==> src/rtl/ahb_mem_access_pkg.sv <==
// Shared AHB-Lite codes and FSM encoding for the memory access unit and the
// downstream extend stage.
package ahb_mem_access_pkg;

  localparam logic [2:0] HSIZE_BYTE = 3'b000;
  localparam logic [2:0] HSIZE_HALF = 3'b001;
  localparam logic [2:0] HSIZE_WORD = 3'b010;

  localparam logic [1:0] HTRANS_IDLE   = 2'b00;
  localparam logic [1:0] HTRANS_NONSEQ = 2'b10;

  typedef enum logic [1:0] {
    ST_IDLE = 2'b00,
    ST_ADDR = 2'b01,
    ST_DATA = 2'b10,
    ST_RESP = 2'b11
  } state_e;

  // A request is legal when the size is supported and naturally aligned.
  function automatic logic req_legal(input logic [2:0] size, input logic [1:0] addr_lo);
    logic ok;
    ok = 1'b0;
    case (size)
      HSIZE_BYTE: ok = 1'b1;
      HSIZE_HALF: ok = ~addr_lo[0];
      HSIZE_WORD: ok = (addr_lo == 2'b00);
      default:    ok = 1'b0;
    endcase
    return ok;
  endfunction

endpackage

==> src/rtl/ahb_mem_access_lane_align.sv <==
// Byte-lane steering: replicates store data across the bus and picks the
// addressed lane(s) out of read data, zero-extended.
module ahb_lane_align
  import ahb_mem_access_pkg::*;
(
  input  logic [2:0]  i_size,
  input  logic [1:0]  i_addr_lo,
  input  logic [31:0] i_wdata,
  input  logic [31:0] i_hrdata,
  output logic [31:0] o_hwdata,
  output logic [31:0] o_rdata
);

  logic [31:0] w_byte_shift;
  logic [15:0] w_half;

  assign w_byte_shift = i_hrdata >> {i_addr_lo, 3'b000};
  assign w_half       = i_addr_lo[1] ? i_hrdata[31:16] : i_hrdata[15:0];

  // Lane replication for writes and lane selection for reads, by size.
  always_comb begin
    o_hwdata = i_wdata;
    o_rdata  = i_hrdata;
    case (i_size)
      HSIZE_BYTE: begin
        o_hwdata = {4{i_wdata[7:0]}};
        o_rdata  = {24'h0, w_byte_shift[7:0]};
      end
      HSIZE_HALF: begin
        o_hwdata = {2{i_wdata[15:0]}};
        o_rdata  = {16'h0, w_half};
      end
      default: begin
        o_hwdata = i_wdata;
        o_rdata  = i_hrdata;
      end
    endcase
  end

endmodule

==> src/rtl/ahb_mem_access.sv <==
// Single-outstanding AHB-Lite master for CPU loads/stores. Illegal (unaligned
// or oversize) requests complete with an error without touching the bus.
module ahb_mem_access
  import ahb_mem_access_pkg::*;
(
  input  logic        clk,
  input  logic        reset,
  input  logic        mem_req,
  input  logic        mem_write,
  input  logic [31:0] mem_addr,
  input  logic [2:0]  mem_size,
  input  logic [31:0] w_mem_data,
  output logic        mem_busy,
  output logic        mem_done,
  output logic        mem_err,
  output logic [31:0] r_mem_data,
  output logic [2:0]  r_size,
  output logic [31:0] HADDR,
  output logic [2:0]  HSIZE,
  output logic [1:0]  HTRANS,
  output logic        HWRITE,
  output logic [31:0] HWDATA,
  input  logic [31:0] HRDATA,
  input  logic        HREADY,
  input  logic        HRESP
);

  state_e      r_state;
  logic [31:0] r_addr;
  logic [2:0]  r_req_size;
  logic        r_write;
  logic [31:0] r_wdata;
  logic [1:0]  r_htrans;
  logic        r_done;
  logic        r_err;

  logic        w_legal;
  logic        w_can_accept;
  logic [31:0] w_rdata;

  assign w_legal      = req_legal(mem_size, mem_addr[1:0]);
  assign w_can_accept = (r_state == ST_IDLE) || (r_state == ST_RESP);

  ahb_lane_align u_align (
    .i_size    (r_req_size),
    .i_addr_lo (r_addr[1:0]),
    .i_wdata   (r_wdata),
    .i_hrdata  (HRDATA),
    .o_hwdata  (HWDATA),
    .o_rdata   (w_rdata)
  );

  assign HADDR    = r_addr;
  assign HSIZE    = r_req_size;
  assign HWRITE   = r_write;
  assign HTRANS   = r_htrans;
  assign mem_done = r_done;
  assign mem_err  = r_err;

  // Busy covers the accept cycle so the pipeline stalls as soon as it issues.
  assign mem_busy = ~reset & ((r_state == ST_ADDR) || (r_state == ST_DATA) ||
                              (mem_req && w_can_accept));

  // Transfer FSM; all bus-facing controls are registered here.
  always_ff @(posedge clk) begin
    if (reset) begin
      r_state    <= ST_IDLE;
      r_addr     <= '0;
      r_req_size <= HSIZE_BYTE;
      r_write    <= 1'b0;
      r_wdata    <= '0;
      r_htrans   <= HTRANS_IDLE;
      r_done     <= 1'b0;
      r_err      <= 1'b0;
      r_mem_data <= '0;
      r_size     <= HSIZE_BYTE;
    end else begin
      r_done <= 1'b0;
      r_err  <= 1'b0;
      case (r_state)
        ST_IDLE, ST_RESP: begin
          if (mem_req) begin
            r_addr     <= mem_addr;
            r_req_size <= mem_size;
            r_write    <= mem_write;
            r_wdata    <= w_mem_data;
            if (w_legal) begin
              r_state  <= ST_ADDR;
              r_htrans <= HTRANS_NONSEQ;
            end else begin
              // No bus cycle: report the error straight away.
              r_state <= ST_RESP;
              r_done  <= 1'b1;
              r_err   <= 1'b1;
            end
          end else begin
            r_state <= ST_IDLE;
          end
        end
        ST_ADDR: begin
          if (HREADY) begin
            r_state  <= ST_DATA;
            r_htrans <= HTRANS_IDLE;
          end
        end
        ST_DATA: begin
          // An error response's first (HREADY=0) cycle just waits.
          if (HREADY) begin
            r_state <= ST_RESP;
            r_done  <= 1'b1;
            r_err   <= HRESP;
            if (!r_write && !HRESP) begin
              r_mem_data <= w_rdata;
              r_size     <= r_req_size;
            end
          end
        end
        default: r_state <= ST_IDLE;
      endcase
    end
  end

endmodule

==> config.mk <==
export PLATFORM = sky130hd
export DESIGN_NAME = ahb_mem_access
export DESIGN_NICKNAME = d
export VERILOG_FILES = /design/src/rtl/ahb_mem_access_pkg.sv /design/src/rtl/ahb_mem_access_lane_align.sv /design/src/rtl/ahb_mem_access.sv
export SDC_FILE = /design/constraint.sdc
export NUM_CORES = 1
export LEC_CHECK = 0
export ABC_AREA = 1
export CORE_UTILIZATION = 38
export CTS_CLUSTER_SIZE = 14
export DETAILED_ROUTE_END_ITERATION = 10
export PLACE_DENSITY = 0.75
export SYNTH_ARGS = -nofsm -noshare
export SYNTH_HDL_FRONTEND = slang
export SYNTH_SLANG_ARGS = --single-unit
==> constraint.sdc <==
create_clock -name clk -period 1.5 [get_ports clk]
set_input_delay 0.45 -clock clk [delete_from_list [all_inputs] [get_ports clk]]
set_output_delay 0.45 -clock clk [all_outputs]
set_load 0.005 [all_outputs]
==> metrics.md, run 1 <==
| Metric | Value |
|---|---|
| Status | complete, but fails checks |
| Failing checks | negative setup slack |
| Peak Freq | between 0.5 and 0.6 GHz |
| Num rows | 40 |
| Max-cap viol count | 0 |
| Crit path buf inv count | 3 |
| Adder-Cell Fraction of Synth Area | 0.005164 |
| Synth area leader | dfxtp_1 |
| Syn nets | 779 |
| Syn Area/Cell | just over 7 µm² |
| Worst setup path category | reg2out |
| Layout cells sized above 1 | 0.1961 |
| Sw Share | 0.3601 |
| Initial DRC count | 323 |
| Largest family of logic cells by synthesized area | simple AND/OR/NAND/NOR gates |
| EDFF count, synth | 0 |
| Routed wire length | about 15000 µm |
| Area contributors post-synth | dfxtp_1 (45%), nor2_1 (10%), o21ai_0 (8.9%) |
| IO Port Bufs | roughly 210 |
| Longest Clk Path Bufs | 2 |
| Sequential-to-total area share from yosys stat | 0.4462 |
| Worst skew pair latency | 0.34 ns |
| Unrepaired setup endpoints after global routing | true |
| Top FF cell, synth | dfxtp_1 |
| Post-Synth XOR/XNOR Area | 0 |
| CP max stage cell | dfxtp_4 |
| Post-layout nets | 1016 |
| Vias/cell | 4.718 |
| Clock skew | 0.006436 ns |
| Int Power | ~8 mW |
| Worst-path cell chain | nor2_8 > clkinv_4 > nor2_4 > buf_12 > nand2_1 > o211ai_1 > buf_2 |
| Placement Setup Slack | -0.6390 ns |
| Synthesized flop and latch total | 108 |
| CTS tree | done |
| Mux contribution to synthesized area | 0 |
| H-tree Lvls | 3 |
| Hold crit path type | reg2reg |
| Gate power share | 0.482 |
| Synth Area in Compound Gates | 0.1934 |
| Power share of the sequential group | 0.321 |
| Synth Cell Area | 4846 µm² |
| Layout area overhead | 60.68% |
| Core area | between 10000 and 15000 µm² |
| Antenna violations before repair | 0 |
| Reg clk slew, reported paths | 0.07 ns |
| Critical path startpoint category | register |
| Share of Yosys cell area claimed by the top area cell type | 0.4462 |
| DRC viols | 0 |
| FFs w/ async S/R, synth | 0 |
| Vias in the first global route | 4906 |
| Area share of and/or/nand/nor cells after synthesis | 0.2484 |
| Critical path endpoint category | output pin |
| CP required | 1.05 ns |
| Die area | 13210 µm² |
| Endpoints failing hold | 0 |
| Routed Antenna Nets | 0 |
| Multi-input gate area | 2270 µm² |
| Inserted Diodes | 0 |
| Kind of cell adding the most delay to the critical path | simple AND/OR/NAND/NOR gates |
| Die width | 114.9 µm |
| Grt total ovfl | 0 |
| Max IR drop VDD | 0.0007867 V |
| I/O pin count | 213 |
| Setup Viol. Count Final | 26 |
| DR WL/cell | 13.99 µm |
| First-pass GRT wire length | 23790 µm |
| Leakage | 3.588 nW |
| Hold slack | 0.4594 ns |
| Warning count from the yosys run | 0 |
| Total Power | 12.49 mW |
| Slowest stage delay, CP | between 0.3 and 0.4 ns |
| Final WS setup | -0.4760 ns |
| GRT Resource Usage Total | 0.2314 |
| Distinct cell type count after synthesis | 28 |
| CTS root buf | clkbuf_16 |
| Layout fillers | 1154 |
| Finished Layout Cells | about 1.1k |
| Register area | between 2000 and 2500 µm² |
| DR pass1 iterations | 4 |
| Cell with the most instances after synthesis | nor2_1 |
| Clock share of power | 0.197 |
| Placed cell count | roughly 1.0k |
| Net switching power | 4.496 mW |
| Worst-path fanout max | 7 |
| Clock period minus final worst setup slack | 1.976 ns |
| GP Congestion | between 0.8 and 0.9 |
| DR vias | 5100 |
| Pwr Density | 1603 nW/µm² |
| Synth top cells by count | nor2_1 (130), nand2_1 (112), dfxtp_1 (108), o21ai_0 (86), a21oi_1 (58) |
| Worst EP arrival | roughly 1.5 ns |
| Die height | 114.9 µm |
| Starting density of the core | 0.3968 |
| Largest net degree at the start of global routing | 45 |
| Cts bufs inserted | 9 |
| Final Max Tran Viols | 0 |
| Final HPWL DP | approximately 11000 µm |
| Clk sink count | 108 |
| Fin crit share | 1.317 |
| Syn Inst Count | 672 |
path summary, 6_finish.rpt:
kind,slack [ns],startpoint,cells past startpoint,end
setup / recovery,-0.48,HSIZE[1],7,HWDATA[29]
hold / removal,0.46,r_mem_data[31],2,r_mem_data[31]
setup reg to reg,0.05,HSIZE[1],9,r_mem_data[2]
hold reg to reg,0.46,r_mem_data[31],2,r_mem_data[31]
through the flow:
step	utilization	setup TNS, ns	instance area [µm²]
after floorplan	-	0	4848
after global placement	0.5986	-51.47	7310
after detailed placement	0.5986	-50.69	7310
after CTS	0.6289	-11.67	7680
after global routing	0.6376	-12.62	7786
final	0.6376	-10.52	7786
cell type report:
cell class / instances / share of cell area
repair buffers: 279 / 0.3341
multi-input cells: 461 / 0.2915
flip-flops and latches: 108 / 0.2827
clock buffers: 14 / 0.03519
well taps: 168 / 0.02700
inverters: 50 / 0.02571
clock inverters: 1 / 0.003857
registers in the layout, indices dropped and copies added, names as in the netlist:
signal,count
HADDR,32
r_mem_data,32
r_wdata,32
HSIZE,3
r_size,3
r_state,2
HTRANS,1
HWRITE,1
mem_done,1
mem_err,1
metal layers:
| metal | GRT usage | wire length (µm) |
|---|---|---|
| met5 | 0 | 0 |
| met2 | 0.3976 | 7409 |
| met4 | 0.09177 | 296 |
| met1 | 0.2732 | 6293 |
| met3 | 0.06378 | 1121 |
power groups by stage:
stage	sequential [mW]	clock [mW]	combinational [mW]
after global placement	4.03	0	5.69
after detailed placement	4.06	0	5.73
after floorplan	4.05	0	2.84
final	4.01	2.46	6.02
after global routing	4.09	2.64	6.64
after CTS	4.00	2.52	5.85
kinds of logic after synthesis:
kind of cell | after synthesis
DFF | 108
and+or+nand+nor | 280
adders and majority gates | 2
other | 1
AOI/OAI and AO/OA | 178
buffers and inverters | 103
layout by cell type (no fill, tap or decap), types with 8 or more instances in the layout:
cell type	instances
a21oi_2	10
o211ai_1	8
o21ai_1	30
buf_4	46
clkbuf_16	10
dfxtp_2	22
nand3_2	13
inv_1	44
buf_6	11
nor2_1	129
nand3_1	19
o21ai_0	71
nand2_1	105
dfxtp_1	83
buf_2	23
dlygate4sd2_1	78
clkdlybuf4s50_1	103
buf_12	9
a21oi_1	51
worst register-to-register path, stage by stage, from the launching register on:
cell and delay (ns):
dfxtp_4 0.36, nor2_8 0.13, clkinv_4 0.06, buf_4 0.16, buf_12 0.14, buf_4 0.16
a21oi_2 0.14, nand3_1 0.10, nand2_1 0.07, inv_1 0.03
timing repair:
action                                  4_1_cts  5_1_grt
gates cloned                                  2        0
hold buffers                                  0        0
pin swaps                                     9        8
resized for setup                           227       45
buffers inserted                             18        1
endpoints found under the setup margin      195       90
No activity file was read; power rests on OpenSTA's default activity.
==> run 2, diff against run 1 <==
--- a/config.mk
+++ b/config.mk
@@ -9,7 +9,9 @@
 export CORE_UTILIZATION = 38
 export CTS_CLUSTER_SIZE = 14
 export DETAILED_ROUTE_END_ITERATION = 10
+export GPL_ROUTABILITY_DRIVEN = 0
 export PLACE_DENSITY = 0.75
+export SLEW_MARGIN = 20
 export SYNTH_ARGS = -nofsm -noshare
 export SYNTH_HDL_FRONTEND = slang
 export SYNTH_SLANG_ARGS = --single-unit
==> results of run 2 <==
The final DEF is identical to that of run 1; final timing and power are the same.
